$ cat config.mk
export PLATFORM = sky130hd
export DESIGN_NAME = pipeline_hazard_ctrl
export DESIGN_NICKNAME = d
export VERILOG_FILES = /design/src/rtl/hazard_pkg.sv /design/src/rtl/mem_wait_timer.sv /design/src/rtl/pipeline_hazard_ctrl.sv
export SDC_FILE = /design/constraint.sdc
export NUM_CORES = 1
export LEC_CHECK = 0
export CORE_MARGIN = 5
export CORE_UTILIZATION = 43
export DETAILED_ROUTE_END_ITERATION = 6
export PLACE_DENSITY = 0.77
export RECOVER_POWER = 25
export SKIP_CTS_REPAIR_TIMING = 1
export SYNTH_ARGS = -nofsm -noshare
export SYNTH_HDL_FRONTEND = slang
export SYNTH_HIERARCHICAL = 1
export SYNTH_SLANG_ARGS = --single-unit
export TNS_END_PERCENT = 50
$ cat constraint.sdc
create_clock -name clk -period 3.2 [get_ports clk]
set_input_delay 0.64 -clock clk [delete_from_list [all_inputs] [get_ports clk]]
set_output_delay 0.64 -clock clk [all_outputs]
set_load 0.02 [all_outputs]
$ cat src/rtl/hazard_pkg.sv
// Shared encodings for the pipeline hazard controller: FSM states, per-cycle
// actions and the hard-wired zero register.
package hazard_pkg;

  localparam logic [1:0] ST_RUN      = 2'd0;
  localparam logic [1:0] ST_LU_STALL = 2'd1;
  localparam logic [1:0] ST_MEM_WAIT = 2'd2;
  localparam logic [1:0] ST_FLUSH    = 2'd3;

  localparam logic [4:0] REG_ZERO = 5'd0;

  // Exactly one action is taken per cycle, chosen by priority.
  typedef enum logic [1:0] {
    ACT_NONE,
    ACT_LOAD_USE,
    ACT_WAIT,
    ACT_REDIR
  } action_e;

  function automatic logic [1:0] state_after(input action_e act);
    case (act)
      ACT_WAIT:     return ST_MEM_WAIT;
      ACT_REDIR:    return ST_FLUSH;
      ACT_LOAD_USE: return ST_LU_STALL;
      default:      return ST_RUN;
    endcase
  endfunction

endpackage

$ cat src/rtl/mem_wait_timer.sv
// Counts consecutive data-memory wait cycles; flags expiry once MAX_WAIT
// cycles have been spent waiting on a single access.
module mem_wait_timer #(
  parameter int MAX_WAIT = 16
) (
  input  logic clk,
  input  logic rst_n,
  input  logic clear,
  input  logic incr,
  output logic expired
);

  localparam int TW = $clog2(MAX_WAIT + 1);

  logic [TW-1:0] cnt_q;

  // NOTE: sequential state uses non-blocking assignments so every flop samples
  // pre-edge values regardless of block evaluation order.
  always_ff @(posedge clk or negedge rst_n) begin
    if (!rst_n)     cnt_q <= '0;
    else if (clear) cnt_q <= '0;
    else if (incr)  cnt_q <= cnt_q + TW'(1);
  end

  assign expired = (cnt_q == TW'(MAX_WAIT));

endmodule

$ cat src/rtl/pipeline_hazard_ctrl.sv
// Stall/flush sequencer for the 5-stage pipeline: load-use stalls, data-memory
// freezes with timeout, and wrong-path flushes, plus saturating counters.
module pipeline_hazard_ctrl
  import hazard_pkg::*;
#(
  parameter int MAX_WAIT = 16,
  parameter int CNT_W    = 16
) (
  input  logic             clk,
  input  logic             rst,
  input  logic [4:0]       rs_ifid,
  input  logic [4:0]       rt_ifid,
  input  logic             uses_rt_ifid,
  input  logic [4:0]       rt_idex,
  input  logic             mem_read_idex,
  input  logic             jump_exmem,
  input  logic             branch_exmem,
  input  logic             zero_exmem,
  input  logic             dmem_req,
  input  logic             dmem_ready,
  output logic             pc_write,
  output logic             ifid_write,
  output logic             ifid_flush,
  output logic             idex_write,
  output logic             idex_bubble,
  output logic             exmem_write,
  output logic             exmem_bubble,
  output logic             memwb_bubble,
  output logic [1:0]       state,
  output logic             mem_timeout,
  output logic [CNT_W-1:0] stall_count,
  output logic [CNT_W-1:0] flush_count
);

  logic [1:0]       state_q;
  logic             mem_timeout_q;
  logic [CNT_W-1:0] stall_q;
  logic [CNT_W-1:0] flush_q;

  logic    timer_expired;
  logic    mem_wait;
  logic    redir;
  logic    luhaz;
  action_e action;

  mem_wait_timer #(.MAX_WAIT(MAX_WAIT)) u_timer (
    .clk    (clk),
    .rst_n  (rst),
    .clear  (~mem_wait),
    .incr   (mem_wait),
    .expired(timer_expired)
  );

  assign mem_wait = dmem_req & ~dmem_ready & ~timer_expired;
  assign redir    = jump_exmem | (branch_exmem & zero_exmem);

  // The load has already advanced out of ID/EX while in LU_STALL.
  assign luhaz = mem_read_idex & (rt_idex != REG_ZERO) & (state_q != ST_LU_STALL) &
                 ((rt_idex == rs_ifid) | (uses_rt_ifid & (rt_idex == rt_ifid)));

  always_comb begin
    action = ACT_NONE;
    if (mem_wait)   action = ACT_WAIT;
    else if (redir) action = ACT_REDIR;
    else if (luhaz) action = ACT_LOAD_USE;
  end

  // NOTE: every always_comb output gets a default first so no path can infer a latch.
  always_comb begin
    pc_write     = 1'b0;
    ifid_write   = 1'b0;
    ifid_flush   = 1'b0;
    idex_write   = 1'b0;
    idex_bubble  = 1'b0;
    exmem_write  = 1'b0;
    exmem_bubble = 1'b0;
    memwb_bubble = 1'b0;
    if (rst) begin
      case (action)
        ACT_WAIT: memwb_bubble = 1'b1;
        ACT_REDIR: begin
          pc_write     = 1'b1;
          ifid_write   = 1'b1;
          ifid_flush   = 1'b1;
          idex_write   = 1'b1;
          idex_bubble  = 1'b1;
          exmem_write  = 1'b1;
          exmem_bubble = 1'b1;
        end
        ACT_LOAD_USE: begin
          idex_write  = 1'b1;
          idex_bubble = 1'b1;
          exmem_write = 1'b1;
        end
        default: begin
          pc_write    = 1'b1;
          ifid_write  = 1'b1;
          idex_write  = 1'b1;
          exmem_write = 1'b1;
        end
      endcase
    end
  end

  always_ff @(posedge clk or negedge rst) begin
    if (!rst) begin
      state_q       <= ST_RUN;
      mem_timeout_q <= 1'b0;
      stall_q       <= '0;
      flush_q       <= '0;
    end else begin
      state_q <= state_after(action);
      if (timer_expired) mem_timeout_q <= 1'b1;
      if ((action == ACT_WAIT || action == ACT_LOAD_USE) && stall_q != '1)
        stall_q <= stall_q + CNT_W'(1);
      if (action == ACT_REDIR && flush_q != '1)
        flush_q <= flush_q + CNT_W'(1);
    end
  end

  assign state       = state_q;
  assign mem_timeout = mem_timeout_q;
  assign stall_count = stall_q;
  assign flush_count = flush_q;

  // EX/MEM was bubbled on the redirect, so no redirect can be resolved in FLUSH.
  a_no_redir_in_flush : assert property (
    @(posedge clk) disable iff (!rst) !((state_q == ST_FLUSH) && redir))
    else $error("redirect raised while in FLUSH");

endmodule
==> flow_metrics.env <==
export IMPL_outcome="finished clean"
export IMPL_end_kind="output pin"
export IMPL_worst_slack_ns=0.08612
export IMPL_gp_congestion=0.8154
export IMPL_synth_common_cells="dfrtp_1 (40), xnor2_1 (27), nand2_1 (17)"
export IMPL_worstPathBufferInverterCount=4
export IMPL_row_count=26
export IMPL_worst_pin_slew_ns=1.062
export IMPL_wirelength_mm=5.329
export IMPL_slew_limit_headroom_pct=29.17
export IMPL_viasPerCell=5.144
export IMPL_syn_area_per_cell_sq_um=10.48
export IMPL_start_util_pct=44.34
export IMPL_met2_usage_pct=28.61
export IMPL_dieArea_sq_um=6818
export IMPL_pwr_share_seq_pct=40.9
export IMPL_hold_violations=0
export IMPL_syn_to_final_growth_pct=45.03
export IMPL_synth_distinct_cells=51
export IMPL_powerDensity_nw_per_um2=527.9
export IMPL_crit_chain="clkdlybuf4s50_1, or3b_2, buf_4, nand2_1, buf_4, ha_2, nor2b_1, dlymetal6s2s_1"
export IMPL_path_common_cell="buf_4"
export IMPL_final_util_pct=64.31
export IMPL_drt_iter0_markers=89
export IMPL_period_share_pct=97.31
export IMPL_crit_arrival_ns=2.47
export IMPL_setup_worst_path_class="primary input to output pin"
export IMPL_synth_top_area_share_pct=44.20
export IMPL_met3_usage_pct=4.013
export IMPL_ant_nets=0
export IMPL_num_nets_final=333
export IMPL_fin_skew_ns=0.01053
export IMPL_rsz0062_at_grt="false"
export IMPL_grt_pass1_wl_mm=8.963
export IMPL_cts_root_buf="clkbuf_8"
export IMPL_setup_viol_count_final=0
export IMPL_dp_hpwl_mm=4.074
export IMPL_grt_max_degree=21
export IMPL_met1_usage_pct=21.16
export IMPL_synth_edf_count=0
export IMPL_grt_ovfl_total=0
export IMPL_fin_setup_tns_ns=0
export IMPL_synth_fp_nets=246
export IMPL_pwr_share_clk_pct=25.7
export IMPL_post_synth_top_count_cell="dfrtp_1"
export IMPL_clk_pin_slew_ns=0.08
export IMPL_p_switching_w=0.0005880
export IMPL_detail_route_first_pass_iterations=4
export IMPL_cts_made_buffers=5
export IMPL_synth_flop_cell="dfrtp_1"
export IMPL_hold_path_class="primary input to async pin"
export IMPL_filler_cell_count=434
export IMPL_synth_seq_area_share_pct=44.20
export IMPL_async_flop_share_pct=100.0
export IMPL_synth_area_leaders="dfrtp_1 (44%), xnor2_1 (10%), xor2_1 (3.9%)"
export IMPL_place_ws_ns=-0.6912
export IMPL_intPower_w=0.001146
export IMPL_critical_path_slowest_cell="or3b_2"
export IMPL_drive_gt1_share_pct=17.43
export IMPL_period_needed_ns=3.114
export IMPL_clkSinkCount=40
export IMPL_drv_slew=0
export IMPL_clock_path_buffers=2
export IMPL_clock_latency_ns=0.30
export IMPL_vias=1924
export IMPL_design_core_area_sq_um=5107
export IMPL_diodes=0
export IMPL_die_y_um=82.57
export IMPL_busiest_layer="met2"
export IMPL_cap_violations=0
export IMPL_syn_area_sq_um=2265
export IMPL_synth_seq_cells=40
export IMPL_antenna_found_initial=0
export IMPL_path_max_fanout=8
export IMPL_comb_power_share_pct=33.4
export IMPL_p_sw_share_pct=33.91
export IMPL_crit_path_start_kind="primary input"
export IMPL_cts_tree="yes"
export IMPL_power_w=0.001734
export IMPL_fmax_ghz=0.3211
export IMPL_peakVddDrop_mv=0.6058
export IMPL_htree_levels=2
export IMPL_synth_top_cell_by_area="dfrtp_1"
export IMPL_die_x_um=82.57
export IMPL_grtUsageTotal_pct=17.18
export IMPL_crit_family="buffers and inverters"
export IMPL_yosysWarnings=6
export IMPL_ios=67
export IMPL_slowest_delay_ns=0.50
export IMPL_port_buffers=66
export IMPL_route_detailed_drc=0
export IMPL_syn_inst=216
export IMPL_grt_pass1_vias=1991
export IMPL_wl_per_cell_um=14.25
export IMPL_worstPathRequired_ns=2.56
export IMPL_p_leak_nw=1.486
[layer usage]
metal | vias to the layer above | wire length, um | share of wire, %
met5 | - | 0 | 0
met4 | 0 | 108 | 2.0
met3 | 12 | 285 | 5.3
met2 | 54 | 2595 | 49
met1 | 913 | 2340 | 44
li1 | 945 | - | -
[path summary, 6_finish.rpt]
path                            cells after the start         endpoint  slack, ns        startpoint
worst max-delay path                                8      exmem_write       0.09          dmem_req
min in group clk                                    1      mem_timeout       0.47       mem_timeout
worst min-delay path                                1         state[0]       0.42               rst
worst max register to register                     12  flush_count[14]       0.26  u_timer/cnt_q[0]
worst min register to register                      1      mem_timeout       0.47       mem_timeout
max in group asynchronous                           2  stall_count[13]       1.32               rst
[per-stage QoR]
stage	instances	cell area (sq um)	hold WS (ns)
2_1_floorplan	216	2273	0.3444
3_3_place_gp	366	3120	0.4507
3_5_place_dp	366	3120	0.4620
4_1_cts	374	3242	0.2423
5_1_grt	374	3284	0.5000
6_report	374	3284	0.4220
[cell type report]
cell class                      instances  area [sq um]  share of cell area (%)
Tap cell                               70         87.58                   2.667
Clock buffer                            6         82.58                   2.514
Inverter                                6         22.52                  0.6857
Multi-Input combinational cell        163          1232                   37.52
Sequential cell                        40          1001                   30.48
Timing Repair Buffer                   87         819.5                   24.95
Clock inverter                          2         38.79                   1.181
[power groups by stage]
stage | Sequential, W | Combinational, W | Clock, W
5_1_grt | 0.000729 | 0.000625 | 0.000476
4_1_cts | 0.000710 | 0.000582 | 0.000455
6_report | 0.000710 | 0.000579 | 0.000445
3_3_place_gp | 0.000714 | 0.000564 | 0
3_5_place_dp | 0.000716 | 0.000577 | 0
2_1_floorplan | 0.000789 | 0.000212 | 0
[registers in the layout, summed over array words and instances, names as in the netlist]
register and flops:
flush_count 16, mem_timeout 1, stall_count 16, state 2, u_timer/cnt_q 5
[kinds of logic (layout without fill, tap and decap cells)]
logic type      count (synthesis)  after routing  synth area share [%]
simple gates                   92             92                 24.42
flops                          40             40                 44.20
xor+xnor                       37             37                 14.31
compound gates                 23             23                 7.514
buf+inv                        13            101                 3.315
fa+ha+maj                       6              6                 3.315
mux                             5              5                 2.928
[placed cells by master (no fill, tap or decap), types with 8 or more instances in the layout]
cell              n
buf_4            20
clkdlybuf4s50_1  53
dfrtp_1          40
dlymetal6s2s_1    8
nand2_1          17
nand3_1          12
nand4_1          12
nor2_1            8
xnor2_1          27
xor2_1           10
(Power assumes the default switching activity.)
